**src/rtl/cond_writeback_pkg.sv**
```systemverilog
// Shared definitions for the conditional writeback stage.
//   - ARM condition-field encodings (EQ..AL)
//   - bit positions of N, Z, C, V inside the 4-bit flag vector {N,Z,C,V}
//   - writeback sequencer states
package cond_writeback_pkg;

  localparam logic [3:0] COND_EQ = 4'b0000;
  localparam logic [3:0] COND_NE = 4'b0001;
  localparam logic [3:0] COND_CS = 4'b0010;
  localparam logic [3:0] COND_CC = 4'b0011;
  localparam logic [3:0] COND_MI = 4'b0100;
  localparam logic [3:0] COND_PL = 4'b0101;
  localparam logic [3:0] COND_VS = 4'b0110;
  localparam logic [3:0] COND_VC = 4'b0111;
  localparam logic [3:0] COND_HI = 4'b1000;
  localparam logic [3:0] COND_LS = 4'b1001;
  localparam logic [3:0] COND_GE = 4'b1010;
  localparam logic [3:0] COND_LT = 4'b1011;
  localparam logic [3:0] COND_GT = 4'b1100;
  localparam logic [3:0] COND_LE = 4'b1101;
  localparam logic [3:0] COND_AL = 4'b1110;

  localparam int FLAG_N = 3;
  localparam int FLAG_Z = 2;
  localparam int FLAG_C = 1;
  localparam int FLAG_V = 0;

  // IDLE: accepting instructions. HI: issuing the high word of a 64-bit result.
  typedef enum logic {
    IDLE = 1'b0,
    HI   = 1'b1
  } state_t;

endpackage

```
**src/rtl/cond_writeback_cond_check.sv**
```systemverilog
// Combinational ARM condition evaluator.
// Ports:
//   cond    in  4  condition field of the instruction
//   flags   in  4  registered {N,Z,C,V}
//   cond_ex out 1  condition passed
module cond_check
  import cond_writeback_pkg::*;
(
  input  logic [3:0] cond,
  input  logic [3:0] flags,
  output logic       cond_ex
);

  logic n, z, c, v;

  assign n = flags[FLAG_N];
  assign z = flags[FLAG_Z];
  assign c = flags[FLAG_C];
  assign v = flags[FLAG_V];

  always_comb begin
    cond_ex = 1'b1;
    case (cond)
      COND_EQ: cond_ex = z;
      COND_NE: cond_ex = !z;
      COND_CS: cond_ex = c;
      COND_CC: cond_ex = !c;
      COND_MI: cond_ex = n;
      COND_PL: cond_ex = !n;
      COND_VS: cond_ex = v;
      COND_VC: cond_ex = !v;
      COND_HI: cond_ex = c & !z;
      COND_LS: cond_ex = !c | z;
      COND_GE: cond_ex = (n == v);
      COND_LT: cond_ex = (n != v);
      COND_GT: cond_ex = !z & (n == v);
      COND_LE: cond_ex = z | (n != v);
      // AL and the unused 1111 encoding both execute unconditionally
      default: cond_ex = 1'b1;
    endcase
  end

endmodule

```
**src/rtl/cond_writeback.sv**
```systemverilog
// Conditional writeback stage following the ALU.
// Holds the NZCV flag register, evaluates the condition field against it and
// gates register/memory/PC writes. 64-bit multiply results are written as two
// register-file writes (low word in the accept cycle, high word the next
// cycle) while in_ready is held low for that one extra cycle.
// Ports:
//   clk, reset_n           clock, asynchronous active-low reset
//   in_valid / in_ready    instruction handshake (in_ready high only in IDLE)
//   Cond, ALUFlags, FlagW  condition field, new ALU flags, flag-update mask
//   RegW, MemW, PCS        instruction write intents
//   NoWrite, LongOp        suppress register write / 64-bit result
//   Result, Long           low and high ALU results
//   RdLo, RdHi             destinations for Result and Long
//   RegWrite, WA3, WD3     register-file write port
//   MemWrite, PCSrc        memory write enable, PC-from-result select
//   Flags, CondEx          registered {N,Z,C,V}, condition passed
module cond_writeback
  import cond_writeback_pkg::*;
#(
  parameter int WIDTH = 32,
  parameter int RBITS = 4
) (
  input  logic             clk,
  input  logic             reset_n,
  input  logic             in_valid,
  output logic             in_ready,
  input  logic [3:0]       Cond,
  input  logic [3:0]       ALUFlags,
  input  logic [1:0]       FlagW,
  input  logic             RegW,
  input  logic             MemW,
  input  logic             PCS,
  input  logic             NoWrite,
  input  logic             LongOp,
  input  logic [WIDTH-1:0] Result,
  input  logic [WIDTH-1:0] Long,
  input  logic [RBITS-1:0] RdLo,
  input  logic [RBITS-1:0] RdHi,
  output logic             RegWrite,
  output logic [RBITS-1:0] WA3,
  output logic [WIDTH-1:0] WD3,
  output logic             MemWrite,
  output logic             PCSrc,
  output logic [3:0]       Flags,
  output logic             CondEx
);

  state_t           state, state_next;
  logic [3:0]       flags_q;
  logic [WIDTH-1:0] hi_data;
  logic [RBITS-1:0] hi_addr;
  logic             accept;
  logic             exec;
  logic             lo_write;

  cond_check u_cond_check (
    .cond    (Cond),
    .flags   (flags_q),
    .cond_ex (CondEx)
  );

  assign Flags    = flags_q;
  assign in_ready = (state == IDLE);
  assign accept   = in_valid & in_ready;
  // Condition is judged on the flags before this instruction's own update.
  assign exec     = accept & CondEx;
  assign lo_write = exec & RegW & !NoWrite;

  always_comb begin
    state_next = state;
    RegWrite   = 1'b0;
    WA3        = RdLo;
    WD3        = Result;
    MemWrite   = 1'b0;
    PCSrc      = 1'b0;
    case (state)
      IDLE: begin
        RegWrite = lo_write;
        MemWrite = exec & MemW;
        PCSrc    = exec & PCS;
        if (lo_write && LongOp) state_next = HI;
      end
      HI: begin
        RegWrite   = 1'b1;
        WA3        = hi_addr;
        WD3        = hi_data;
        state_next = IDLE;
      end
      default: state_next = IDLE;
    endcase
    // Writes must not escape while reset is held, even before the state
    // register has had a chance to settle.
    if (!reset_n) begin
      RegWrite = 1'b0;
      MemWrite = 1'b0;
      PCSrc    = 1'b0;
      WA3      = '0;
      WD3      = '0;
    end
  end

  always_ff @(posedge clk or negedge reset_n) begin
    if (!reset_n) begin
      state <= IDLE;
    end else begin
      state <= state_next;
    end
  end

  // exec is only ever true in IDLE, so HI never touches the flags.
  always_ff @(posedge clk or negedge reset_n) begin
    if (!reset_n) begin
      flags_q <= 4'b0000;
    end else if (exec) begin
      if (FlagW[1]) begin
        flags_q[FLAG_N] <= ALUFlags[FLAG_N];
        flags_q[FLAG_Z] <= ALUFlags[FLAG_Z];
      end
      if (FlagW[0]) begin
        flags_q[FLAG_C] <= ALUFlags[FLAG_C];
        flags_q[FLAG_V] <= ALUFlags[FLAG_V];
      end
    end
  end

  always_ff @(posedge clk or negedge reset_n) begin
    if (!reset_n) begin
      hi_data <= '0;
      hi_addr <= '0;
    end else if (state == IDLE && lo_write && LongOp) begin
      hi_data <= Long;
      hi_addr <= RdHi;
    end
  end

endmodule

```
**config.mk**
```make
export PLATFORM = sky130hd
export DESIGN_NAME = cond_writeback
export DESIGN_NICKNAME = d
export VERILOG_FILES = /design/src/rtl/cond_writeback_pkg.sv /design/src/rtl/cond_writeback_cond_check.sv /design/src/rtl/cond_writeback.sv
export SDC_FILE = /design/constraint.sdc
export NUM_CORES = 1
export LEC_CHECK = 0
export ABC_AREA = 0
export BUFFER_PORTS_ARGS = -buffer_cell sky130_fd_sc_hd__buf_2
export CORE_MARGIN = 2
export CORE_UTILIZATION = 40
export CTS_CLUSTER_SIZE = 12
export DETAILED_ROUTE_END_ITERATION = 12
export GPL_ROUTABILITY_DRIVEN = 0
export GPL_TIMING_DRIVEN = 0
export PLACE_DENSITY = 0.71
export SLEW_MARGIN = 40
export SYNTH_ARGS = -nofsm -noshare
export SYNTH_HDL_FRONTEND = slang
export SYNTH_SLANG_ARGS = --single-unit
```
**constraint.sdc**
```tcl
create_clock -name clk -period 4.8 [get_ports clk]
set_input_delay 0.24 -clock clk [delete_from_list [all_inputs] [get_ports clk]]
set_output_delay 0.24 -clock clk [all_outputs]
set_load 0.02 [all_outputs]
```
=== Word-level counts from Yosys, hierarchy flattened ===
Index checks and enable logic that the tools add are counted.

* Equal/unequal tests: 15
* Multiplexer cells: 13
* Bitwise gates (word level): 11
* Reduce and logical (&&, ||, !) cells: 11

{| class="wikitable"
|+ Operators with widths
! cell !! count
|-
| 2-to-1 mux 32 bit || 2
|-
| == test 4 bit (second input constant) || 6
|-
| == test 4 x 3 -> 1 bit (second input constant) || 4
|-
| one-hot mux 1 bit (14 select lines) || 1
|-
| AND 1 bit || 8
|-
| == test 4 x 2 -> 1 bit (second input constant) || 2
|-
| 2-to-1 mux 4 bit || 2
|-
| 2-to-1 mux 1 bit || 6
|-
| zero test 1 bit || 5
|-
| == test 4 x 1 -> 1 bit (second input constant) || 1
|-
| zero test 4 bit || 1
|-
| one-hot mux 1 bit (2 select lines) || 2
|-
| AND reduction 2 bit || 2
|-
| logical AND 1 bit || 3
|-
| OR 1 bit || 2
|-
| == test 1 bit || 1
|-
| inequality test 1 bit || 1
|-
| NOT 1 bit || 1
|}

* Register bits: 41
* Input port bits: 90
* Word-level logic and storage cells: 55

=== Logic depth before layout (Yosys ltp) ===
Gate-level depths: netlist of run 1.

* Depth in word-level cells: 9
* Mapped depth: 7
* Gate-level depth less buffers: 5

=== Modules after synthesis ===
A second synthesis of run 1 with hierarchy kept.

* Cells, all modules: 197
* Area total of the unflattened synthesis: 2,499.9 µm²

{| class="wikitable"
|+ By module, submodules not included
! module !! instances !! cells an instance !! area an instance (µm²) !! seq. area each (µm²)
|-
| cond_writeback || 1 || 174 || 2,334.7 || 1,026.0
|-
| cond_check || 1 || 23 || 165.2 || 0.0
|}

=== Worst setup path before layout of run 1 ===
No wires, ideal clock.

* Path kind: register to output
* Start: reg flags_q[3], in the netlist Flags[3]
* End: out MemWrite
* Data arrival time: 2,192 ps
* Setup slack: 2,368 ps
* Stages on the path, launching flop included: 6
* Path buffers: 0
* Path through: dfrtp_1 > xnor2_1 > or4b_4 > a311oi_4 > nor2_1 > nor3_1

* Word-level cells in the longest chain between the ends: 7

{| class="wikitable"
|+ RTL lines
! what !! line !! RTL
|-
| from (decl) || cond_writeback.sv:49 || <nowiki>logic [3:0] flags_q;</nowiki>
|-
| from (signal, indexed assignment) || cond_writeback.sv:116 || <nowiki>flags_q[FLAG_N] <= ALUFlags[FLAG_N];</nowiki>
|-
| from (signal, indexed assignment) || cond_writeback.sv:117 || <nowiki>flags_q[FLAG_Z] <= ALUFlags[FLAG_Z];</nowiki>
|-
| from (signal, indexed assignment) || cond_writeback.sv:120 || <nowiki>flags_q[FLAG_C] <= ALUFlags[FLAG_C];</nowiki>
|-
| inequality test 1 bit / == test 1 bit (equally long branches) || -- ||
|-
| OR 1 bit / AND 1 bit (equally long branches) || cond_writeback_cond_check.sv:37, cond_writeback_cond_check.sv:36 ||
|-
| one-hot mux 1 bit (14 select lines) (*) || cond_writeback_cond_check.sv:23 || <nowiki>case (cond)</nowiki>
|-
| AND 1 bit (*) || cond_writeback.sv:66 || <nowiki>assign exec = accept & CondEx;</nowiki>
|-
| AND 1 bit (*) || cond_writeback.sv:79 || <nowiki>MemWrite = exec & MemW;</nowiki>
|-
| 2-to-1 mux 1 bit (*) || cond_writeback.sv:76 || <nowiki>case (state)</nowiki>
|-
| 2-to-1 mux 1 bit (*) || cond_writeback.sv:93 || <nowiki>if (!reset_n) begin</nowiki>
|-
| to (decl) || cond_writeback.sv:42 || <nowiki>output logic MemWrite,</nowiki>
|}

Mark *: on every way between the ends. The rest lies on a longest branch, timed or not.

=== Worst setup path after layout of run 1 ===
* Start: reg flags_q[3], in the netlist Flags[3]
* End: out RegWrite

* Word-level cells in the longest chain between the ends: 8

{| class="wikitable"
|+ RTL lines
! what !! line !! RTL
|-
| inequality test 1 bit / == test 1 bit (equally long branches) || -- ||
|-
| OR 1 bit / AND 1 bit (equally long branches) || cond_writeback_cond_check.sv:37, cond_writeback_cond_check.sv:36 ||
|-
| one-hot mux 1 bit (14 select lines) (*) || cond_writeback_cond_check.sv:23 ||
|-
| AND 1 bit (*) || cond_writeback.sv:66 ||
|-
| AND 1 bit (*) (2 in series) || cond_writeback.sv:67 || <nowiki>assign lo_write = exec & RegW & !NoWrite;</nowiki>
|-
| one-hot mux 1 bit (2 select lines) (*) || cond_writeback.sv:76 ||
|-
| 2-to-1 mux 1 bit (*) || cond_writeback.sv:93 ||
|-
| to (decl) || cond_writeback.sv:39 || <nowiki>output logic RegWrite,</nowiki>
|}

Marked as above.

==> results of run 1 <==
==> power groups by stage <==
stage | sequential, W | clock (W) | combinational [W]
detailed placement | 0.000626 | 0 | 0.000518
CTS | 0.000625 | 0.000296 | 0.000519
global placement | 0.000624 | 0 | 0.000503
floorplan | 0.000616 | 0 | 0.000375
finish | 0.000624 | 0.000285 | 0.000511
global route | 0.000648 | 0.000311 | 0.000553
==> layout make-up <==
class | count | area (um2)
fillers | 564 | 2610
inverters | 4 | 15.0
well taps | 75 | 93.8
clock buffers | 7 | 86.3
clock inverters | 1 | 30.0
flip-flops and latches | 41 | 1030
plain buffers | 12 | 68.8
multi-input cells | 144 | 1420
repair buffers | 134 | 678
==> metal layers <==
metal,GRT usage,share of wire,vias to the layer above
met5,0,0,-
met3,0.0425,0.081,9
met1,0.212,0.44,907
met2,0.271,0.47,85
met4,0.0484,0.015,0
li1,-,-,986
==> state kept, by name, summed over array words and instances, names as in the netlist <==
| name | count |
|---|---|
| hi_addr | 4 |
| hi_data | 32 |
| Flags | 4 |
| state | 1 |
==> worst max-delay path by stage <==
| stage | depth (start not counted) | slack (ps) | endpoint |
|---|---|---|---|
| floorplan | 5 | 2370 | MemWrite |
| global placement | 6 | 2290 | hi_addr[2] |
| detailed placement | 6 | 2240 | hi_data[15] |
| CTS | 6 | 2100 | RegWrite |
| global route | 6 | 1950 | PCSrc |
| finish | 6 | 2140 | RegWrite |
==> cells in the final DEF, fill, tap and decap left out, types with 2 or more instances in the layout <==
cell type / synthesis / layout
buf_1: 4 / 4
buf_2: 1 / 133
buf_6: 3 / 3
clkbuf_1: 4 / 5
clkbuf_8: 0 / 6
dfrtp_1: 41 / 41
inv_1: 4 / 4
mux2_2: 11 / 11
mux2_4: 29 / 29
mux2i_1: 39 / 39
nand2_1: 5 / 5
nand3_1: 2 / 2
nor2b_1: 39 / 39
nor3_1: 2 / 2
o211ai_1: 3 / 3
==> timing repair <==
action                     CTS  global route
setup endpoints to repair    0             0
hold buffers                 1             0
hold endpoints to repair    41             0
==> cells by family (layout without fill, tap and decap cells) <==
group,after synthesis,in the layout,share of synthesized area
mux,79,79,0.376
xor+xnor,3,3,0.0158
compound gates,10,10,0.0445
buf+inv,16,158,0.0331
flops,41,41,0.406
simple gates,52,52,0.125
==> worst reg2reg max path, cell delays in order, from the launching register on <==
cell       delay (ps)
dfrtp_1           440
xnor2_1           240
or4b_4            500
a311oi_4          400
o2111ai_4         280
buf_6             270
mux2_4            310
==> stage by stage <==
stage	hold WS (ps)	total power (W)	instances	utilization
6_report	174	0.00142	418	0.567
5_1_grt	164	0.00151	418	0.567
4_1_cts	163	0.00144	418	0.567
2_1_floorplan	-55.6	0.000990	201	-
3_3_place_gp	464	0.00113	409	0.546
3_5_place_dp	273	0.00114	409	0.546
==> run_summary.xml, run 1 <==
<?xml version="1.0" encoding="UTF-8"?>
<metrics>
  <group name="layout">
    <metric name="final_cell_area" unit="mm2">0.00342</metric>
    <metric name="layout-area-overhead-vs-synth" unit="%">35.1</metric>
    <metric name="layout-drive-gt1-share" unit="">0.545</metric>
    <metric name="design.final.nets" unit="">432</metric>
    <metric name="insertedDiodeCount" unit="">0</metric>
  </group>
  <group name="global_route">
    <metric name="gr-usage-all-layers" unit="">0.164</metric>
    <metric name="grt_start_max_net_pins" unit="">46</metric>
    <metric name="grt_antenna_before_repair" unit="">0</metric>
    <metric name="grt.overflow.total" unit="">0</metric>
    <metric name="wire_length_of_the_first_global_routing_pass" unit="um">9370</metric>
    <metric name="grt_pass1_vias" unit="">1986</metric>
  </group>
  <group name="sta">
    <metric name="slew_viol_final" unit="">0</metric>
    <metric name="post-route-min-period" unit="ps">2660</metric>
    <metric name="timing.final.hold_violations" unit="">0</metric>
    <metric name="rsz0062_at_grt" unit="">no</metric>
    <metric name="maxClockFrequency" unit="GHz">0.375</metric>
    <metric name="setup_viol" unit="">0</metric>
    <metric name="worst_clock_skew" unit="ps">4.58</metric>
    <metric name="period_share" unit="">0.555</metric>
    <metric name="post-route-worst-setup-slack" unit="ps">2140</metric>
    <metric name="worst_slew_pin_slew" unit="ps">761</metric>
    <metric name="setup_tns" unit="ps">0</metric>
    <metric name="max_transition_margin" unit="">0.485</metric>
  </group>
  <group name="min_path">
    <metric name="hold_path_class" unit="">in2reg</metric>
    <metric name="hold_path_end" unit="">hi_data[5]</metric>
    <metric name="min_from" unit="">Long[5]</metric>
    <metric name="min_delay_path_depth" unit="">2</metric>
  </group>
  <group name="setup_path">
    <metric name="critical_path.cell_chain" unit="">xnor2_1 -&gt; or4b_4 -&gt; a311oi_4 -&gt; nor2_1 -&gt; o21ai_0 -&gt; buf_2</metric>
    <metric name="critical_path_class" unit="">reg2out</metric>
    <metric name="cpMaxStageDelayCell" unit="">or4b_4</metric>
    <metric name="cp_num_buf_inv" unit="">1</metric>
    <metric name="critPathArrivalTime" unit="ps">2420</metric>
    <metric name="r2r_setup_slk" unit="ps">2260</metric>
    <metric name="worst-endpoint-required" unit="ps">4560</metric>
    <metric name="crit_family" unit="">simple AND/OR/NAND/NOR gates</metric>
    <metric name="crit_path_start_kind" unit="">register</metric>
    <metric name="worst_setup_path_startpoint" unit="">Flags[3]</metric>
    <metric name="critPathMaxFanout" unit="">5</metric>
    <metric name="ff2ff_path_depth" unit="">6</metric>
    <metric name="slowest_delay" unit="ps">500</metric>
    <metric name="r2r-start" unit="">Flags[3]</metric>
    <metric name="rr_endpoint" unit="">hi_addr[0]</metric>
    <metric name="endpoint_kind" unit="">output pin</metric>
  </group>
  <group name="clock_tree">
    <metric name="cts.root.buffer_cell" unit="">clkbuf_8</metric>
    <metric name="resize_count_post_cts" unit="">0</metric>
    <metric name="cts-htree-levels" unit="">2</metric>
    <metric name="cts_buffers" unit="">5</metric>
    <metric name="tritoncts_num_sinks" unit="">41</metric>
    <metric name="clk_path_buf_depth" unit="">2</metric>
    <metric name="post_cts_setup_buffer_count" unit="">0</metric>
    <metric name="clock_insertion_delay_at_the_later_pin_of_the_skew_report" unit="ps">290</metric>
    <metric name="tritoncts" unit="">yes</metric>
    <metric name="clk_transition_reported_paths" unit="ps">80</metric>
  </group>
  <group name="logic_synthesis">
    <metric name="yosysMostFrequentCell" unit="">dfrtp_1</metric>
    <metric name="synth.yosys.seq_area_share" unit="">0.406</metric>
    <metric name="syn_area" unit="mm2">0.00253</metric>
    <metric name="yosys_most_used_dff" unit="">dfrtp_1</metric>
    <metric name="ys_types" unit="">28</metric>
    <metric name="synthesis.nets" unit="">291</metric>
    <metric name="yosys_warnings" unit="">0</metric>
    <metric name="synth-async-reset-ratio" unit="">1.00</metric>
    <metric name="netlist_top_cells_area" unit="">dfrtp_1 41%, mux2_4 17%, mux2i_1 15%</metric>
    <metric name="synth_edf_count" unit="">0</metric>
    <metric name="post_synth_inst_count" unit="">201</metric>
    <metric name="synth_top_cell_by_area" unit="">dfrtp_1</metric>
    <metric name="ff_latch_count_synth" unit="">41</metric>
    <metric name="synth_common_cells" unit="">41 x dfrtp_1, 39 x mux2i_1, 39 x nor2b_1, 29 x mux2_4, 11 x mux2_2</metric>
    <metric name="synth_top_area_share" unit="">0.406</metric>
    <metric name="syn_area_per_cell" unit="um2">12.6</metric>
  </group>
  <group name="detailed_routing">
    <metric name="drtPass1Iterations" unit="">4</metric>
    <metric name="routed_via_count_divided_by_cell_count" unit="">4.75</metric>
    <metric name="ant_nets" unit="">0</metric>
    <metric name="drc" unit="">0</metric>
    <metric name="drt-initial-drc-count" unit="">26</metric>
    <metric name="vias" unit="">1987</metric>
    <metric name="drt-wirelength-per-cell" unit="um">13.4</metric>
    <metric name="postRouteWirelength" unit="um">5590</metric>
  </group>
  <group name="job">
    <metric name="drv_cap" unit="">0</metric>
  </group>
  <group name="die">
    <metric name="initial_utilization" unit="">0.420</metric>
    <metric name="die_width" unit="um">83.5</metric>
    <metric name="design.core.area" unit="mm2">0.00603</metric>
    <metric name="die_h" unit="um">83.5</metric>
    <metric name="top_level_ports" unit="">135</metric>
    <metric name="floorplan.die_area" unit="mm2">0.00697</metric>
    <metric name="row_count" unit="">28</metric>
  </group>
  <group name="place">
    <metric name="placement.cell_area" unit="mm2">0.00329</metric>
    <metric name="place_hpwl" unit="um">4320</metric>
    <metric name="port-buffer-count" unit="">133</metric>
    <metric name="dpl_worst_slack" unit="ps">2240</metric>
  </group>
  <group name="power">
    <metric name="net-switching-power" unit="W">0.000420</metric>
    <metric name="pwr_density_cell" unit="mW/mm2">416</metric>
    <metric name="cellInternalPower" unit="W">0.00100</metric>
    <metric name="netSwitchingFraction" unit="">0.296</metric>
    <metric name="power_frac_seq" unit="">0.439</metric>
    <metric name="vdd_ir_drop_max" unit="V">0.000199</metric>
    <metric name="gate_power_share" unit="">0.360</metric>
    <metric name="share_of_total_power_in_the_clock_network" unit="">0.201</metric>
    <metric name="total_leakage_power" unit="nW">1.74</metric>
  </group>
  <group name="run_status">
    <metric name="outcome" unit="">finished, final reports clean</metric>
  </group>
</metrics>
Note: power is estimated with default switching activity, not from simulation.
==> run 2, diff against run 1 <==
--- a/config.mk
+++ b/config.mk
@@ -13,7 +13,7 @@
 export DETAILED_ROUTE_END_ITERATION = 12
 export GPL_ROUTABILITY_DRIVEN = 0
 export GPL_TIMING_DRIVEN = 0
-export PLACE_DENSITY = 0.71
+export PLACE_DENSITY = 0.73
 export SLEW_MARGIN = 40
 export SYNTH_ARGS = -nofsm -noshare
 export SYNTH_HDL_FRONTEND = slang
==> constraint.sdc (replaced) <==
create_clock -name clk -period 2.19 [get_ports clk]
set_input_delay 0.1095 -clock clk [delete_from_list [all_inputs] [get_ports clk]]
set_output_delay 0.1095 -clock clk [all_outputs]
set_load 0.02 [all_outputs]
==> run 2 against run 1 <==
The flow now finishes with violations (setup timing). Die area is the same. Combinational power grew to 2.7 times the previous value. Wire length grew 7.7%. Global-route usage grew 0.30 points. First-iteration DRC count grew 27%. Critical endpoint is now hi_data[7]. Utilization grew 4.7 points. Total power grew 130%. Largest cell class unchanged.
==> run_summary.xml, run 2 (synthesis gave the netlist of run 1 again) <==
<?xml version="1.0" encoding="UTF-8"?>
<metrics>
  <group name="setup_path">
    <metric name="critPathArrivalTime" unit="ps">2560</metric>
    <metric name="cp_num_buf_inv" unit="">3</metric>
    <metric name="cpMaxStageDelayCell" unit="">or4b_4</metric>
    <metric name="slowest_delay" unit="ps">490</metric>
    <metric name="crit_path_start_kind" unit="">register</metric>
    <metric name="endpoint_kind" unit="">register</metric>
    <metric name="critical_path.cell_chain" unit="">xnor2_2 -&gt; or4b_4 -&gt; a311oi_4 -&gt; buf_4 -&gt; o2111ai_4 -&gt; buf_8 -&gt; clkbuf_16 -&gt; mux2_4</metric>
    <metric name="worst-endpoint-required" unit="ps">2360</metric>
    <metric name="critical_path_class" unit="">reg2reg</metric>
    <metric name="critPathMaxFanout" unit="">6</metric>
    <metric name="crit_family" unit="">buffers and inverters</metric>
  </group>
  <group name="detailed_routing">
    <metric name="drt-initial-drc-count" unit="">33</metric>
    <metric name="drc" unit="">0</metric>
    <metric name="drtPass1Iterations" unit="">4</metric>
    <metric name="routed_via_count_divided_by_cell_count" unit="">4.74</metric>
    <metric name="postRouteWirelength" unit="um">6020</metric>
    <metric name="vias" unit="">2075</metric>
    <metric name="drt-wirelength-per-cell" unit="um">13.7</metric>
    <metric name="ant_nets" unit="">0</metric>
  </group>
  <group name="sta">
    <metric name="maxClockFrequency" unit="GHz">0.419</metric>
    <metric name="timing.final.hold_violations" unit="">0</metric>
    <metric name="finalHoldWorstSlack" unit="ps">46.3</metric>
    <metric name="worst_slew_pin_slew" unit="ps">746</metric>
    <metric name="post-route-min-period" unit="ps">2390</metric>
    <metric name="max_transition_margin" unit="">0.503</metric>
    <metric name="period_share" unit="">1.09</metric>
    <metric name="post-route-worst-setup-slack" unit="ps">-198</metric>
    <metric name="rsz0062_at_grt" unit="">yes</metric>
    <metric name="slew_viol_final" unit="">0</metric>
    <metric name="setup_tns" unit="ps">-6620</metric>
    <metric name="worst_clock_skew" unit="ps">3.99</metric>
    <metric name="setup_viol" unit="">42</metric>
  </group>
  <group name="run_status">
    <metric name="failed_checks" unit="">setup timing</metric>
    <metric name="outcome" unit="">finished, violations left</metric>
  </group>
  <group name="job">
    <metric name="drv_cap" unit="">0</metric>
  </group>
  <group name="layout">
    <metric name="nFillCells" unit="">522</metric>
    <metric name="layout-area-overhead-vs-synth" unit="%">46.4</metric>
    <metric name="layout_commonest_cell" unit="">buf_2</metric>
    <metric name="largest_register_ffs" unit="">32</metric>
    <metric name="instances_no_fill" unit="">438</metric>
    <metric name="layout.cells.most_common_list" unit="">132 x buf_2, 39 x dfrtp_1, 39 x mux2i_1, 39 x nor2b_1, 33 x mux2_4</metric>
    <metric name="insertedDiodeCount" unit="">0</metric>
    <metric name="regMostFlops" unit="">hi_data</metric>
    <metric name="layout-drive-gt1-share" unit="">0.603</metric>
    <metric name="design.final.nets" unit="">453</metric>
  </group>
  <group name="clock_tree">
    <metric name="clock_insertion_delay_at_the_later_pin_of_the_skew_report" unit="ps">290</metric>
    <metric name="cts.root.buffer_cell" unit="">clkbuf_8</metric>
    <metric name="cts_buffers" unit="">5</metric>
    <metric name="cts-htree-levels" unit="">2</metric>
    <metric name="tritoncts" unit="">yes</metric>
    <metric name="clk_path_buf_depth" unit="">2</metric>
    <metric name="clk_transition_reported_paths" unit="ps">80</metric>
    <metric name="tritoncts_num_sinks" unit="">41</metric>
  </group>
  <group name="min_path">
    <metric name="hold_path_class" unit="">in2reg</metric>
  </group>
  <group name="die">
    <metric name="initial_utilization" unit="">0.420</metric>
    <metric name="die_h" unit="um">83.5</metric>
    <metric name="row_count" unit="">28</metric>
    <metric name="top_level_ports" unit="">135</metric>
    <metric name="floorplan.die_area" unit="mm2">0.00697</metric>
    <metric name="die_width" unit="um">83.5</metric>
    <metric name="design.core.area" unit="mm2">0.00603</metric>
  </group>
  <group name="global_route">
    <metric name="gr-usage-all-layers" unit="">0.167</metric>
    <metric name="grt_pass1_vias" unit="">2077</metric>
    <metric name="grt_start_max_net_pins" unit="">46</metric>
    <metric name="grt.overflow.total" unit="">0</metric>
    <metric name="wire_length_of_the_first_global_routing_pass" unit="um">9400</metric>
    <metric name="grt_antenna_before_repair" unit="">0</metric>
  </group>
  <group name="power">
    <metric name="gate_power_share" unit="">0.422</metric>
    <metric name="pwr_density_cell" unit="mW/mm2">873</metric>
    <metric name="total_power" unit="W">0.00323</metric>
    <metric name="net-switching-power" unit="W">0.000983</metric>
    <metric name="total_leakage_power" unit="nW">1.91</metric>
    <metric name="vdd_ir_drop_max" unit="V">0.000468</metric>
    <metric name="cellInternalPower" unit="W">0.00225</metric>
    <metric name="power_frac_seq" unit="">0.425</metric>
    <metric name="netSwitchingFraction" unit="">0.304</metric>
    <metric name="share_of_total_power_in_the_clock_network" unit="">0.153</metric>
  </group>
  <group name="place">
    <metric name="port-buffer-count" unit="">133</metric>
    <metric name="place_hpwl" unit="um">4420</metric>
    <metric name="placedCellCount" unit="">409</metric>
    <metric name="dpl_worst_slack" unit="ps">-350</metric>
  </group>
</metrics>
-- run 2: cell types whose count changed in the layout (fill, tap and decap cells not counted), sizes merged --
cell / delta
buf: +19
clkbuf: +1
bufinv: -1
clkinvlp: +1
-- run 2: final cells by class --
type                            instances  area [um2]  area share
Clock buffer                            6        82.6      0.0223
Tap cell                               75        93.8      0.0253
Timing Repair Buffer                  156         920       0.248
Multi-Input combinational cell        144        1480       0.399
Sequential cell                        41        1030       0.278
Inverter                                4        15.0     0.00406
Buffer                                 11        78.8      0.0213
Clock inverter                          1        7.51     0.00203
-- run 2: metal layers --
metal  share of wire  track usage  routed length (um)  vias to the layer above
met2            0.49        0.297                2940                       84
met3           0.080       0.0514                 481                        4
met4          0.0056       0.0352                  34                        0
li1                -            -                   -                     1031
met5               0            0                   0                        -
met1            0.43        0.199                2570                      956
-- run 2: final timing paths --
check	start	to	slack [ps]	cells past startpoint
worst min-delay path	Long[13]	hi_data[13]	50	2
worst max register to register	Flags[0]	hi_data[7]	-200	8
max in group asynchronous	reset_n	Flags[0]	1440	2
worst max-delay path	Flags[0]	hi_data[7]	-200	8
min in group asynchronous	reset_n	hi_data[17]	360	2
worst min register to register	hi_data[26]	hi_data[26]	510	1
-- run 2: what timing repair did --
| action | 4_1_cts | 5_1_grt |
|---|---|---|
| gates resized for setup | 16 | 14 |
| hold endpoints to repair | 41 | 0 |
| gates cloned | 0 | 2 |
| setup buffers | 13 | 7 |
| pin swaps | 4 | 10 |
| hold buffers | 1 | 0 |
| endpoints found under the setup margin | 60 | 45 |
-- run 2: through the flow --
stage          area, um2  utilization
2_1_floorplan       2540            -
3_5_place_dp        3300        0.548
4_1_cts             3540        0.588
6_report            3700        0.614
3_3_place_gp        3300        0.548
5_1_grt             3700        0.614
-- run 2: power groups by stage --
stage / Combinational (W) / Sequential (W) / Clock (W)
floorplan: 0.000826 / 0.00135 / 0
global placement: 0.00111 / 0.00137 / 0
detailed placement: 0.00114 / 0.00138 / 0
CTS: 0.00126 / 0.00137 / 0.000512
global route: 0.00147 / 0.00142 / 0.000545
finish: 0.00136 / 0.00137 / 0.000494
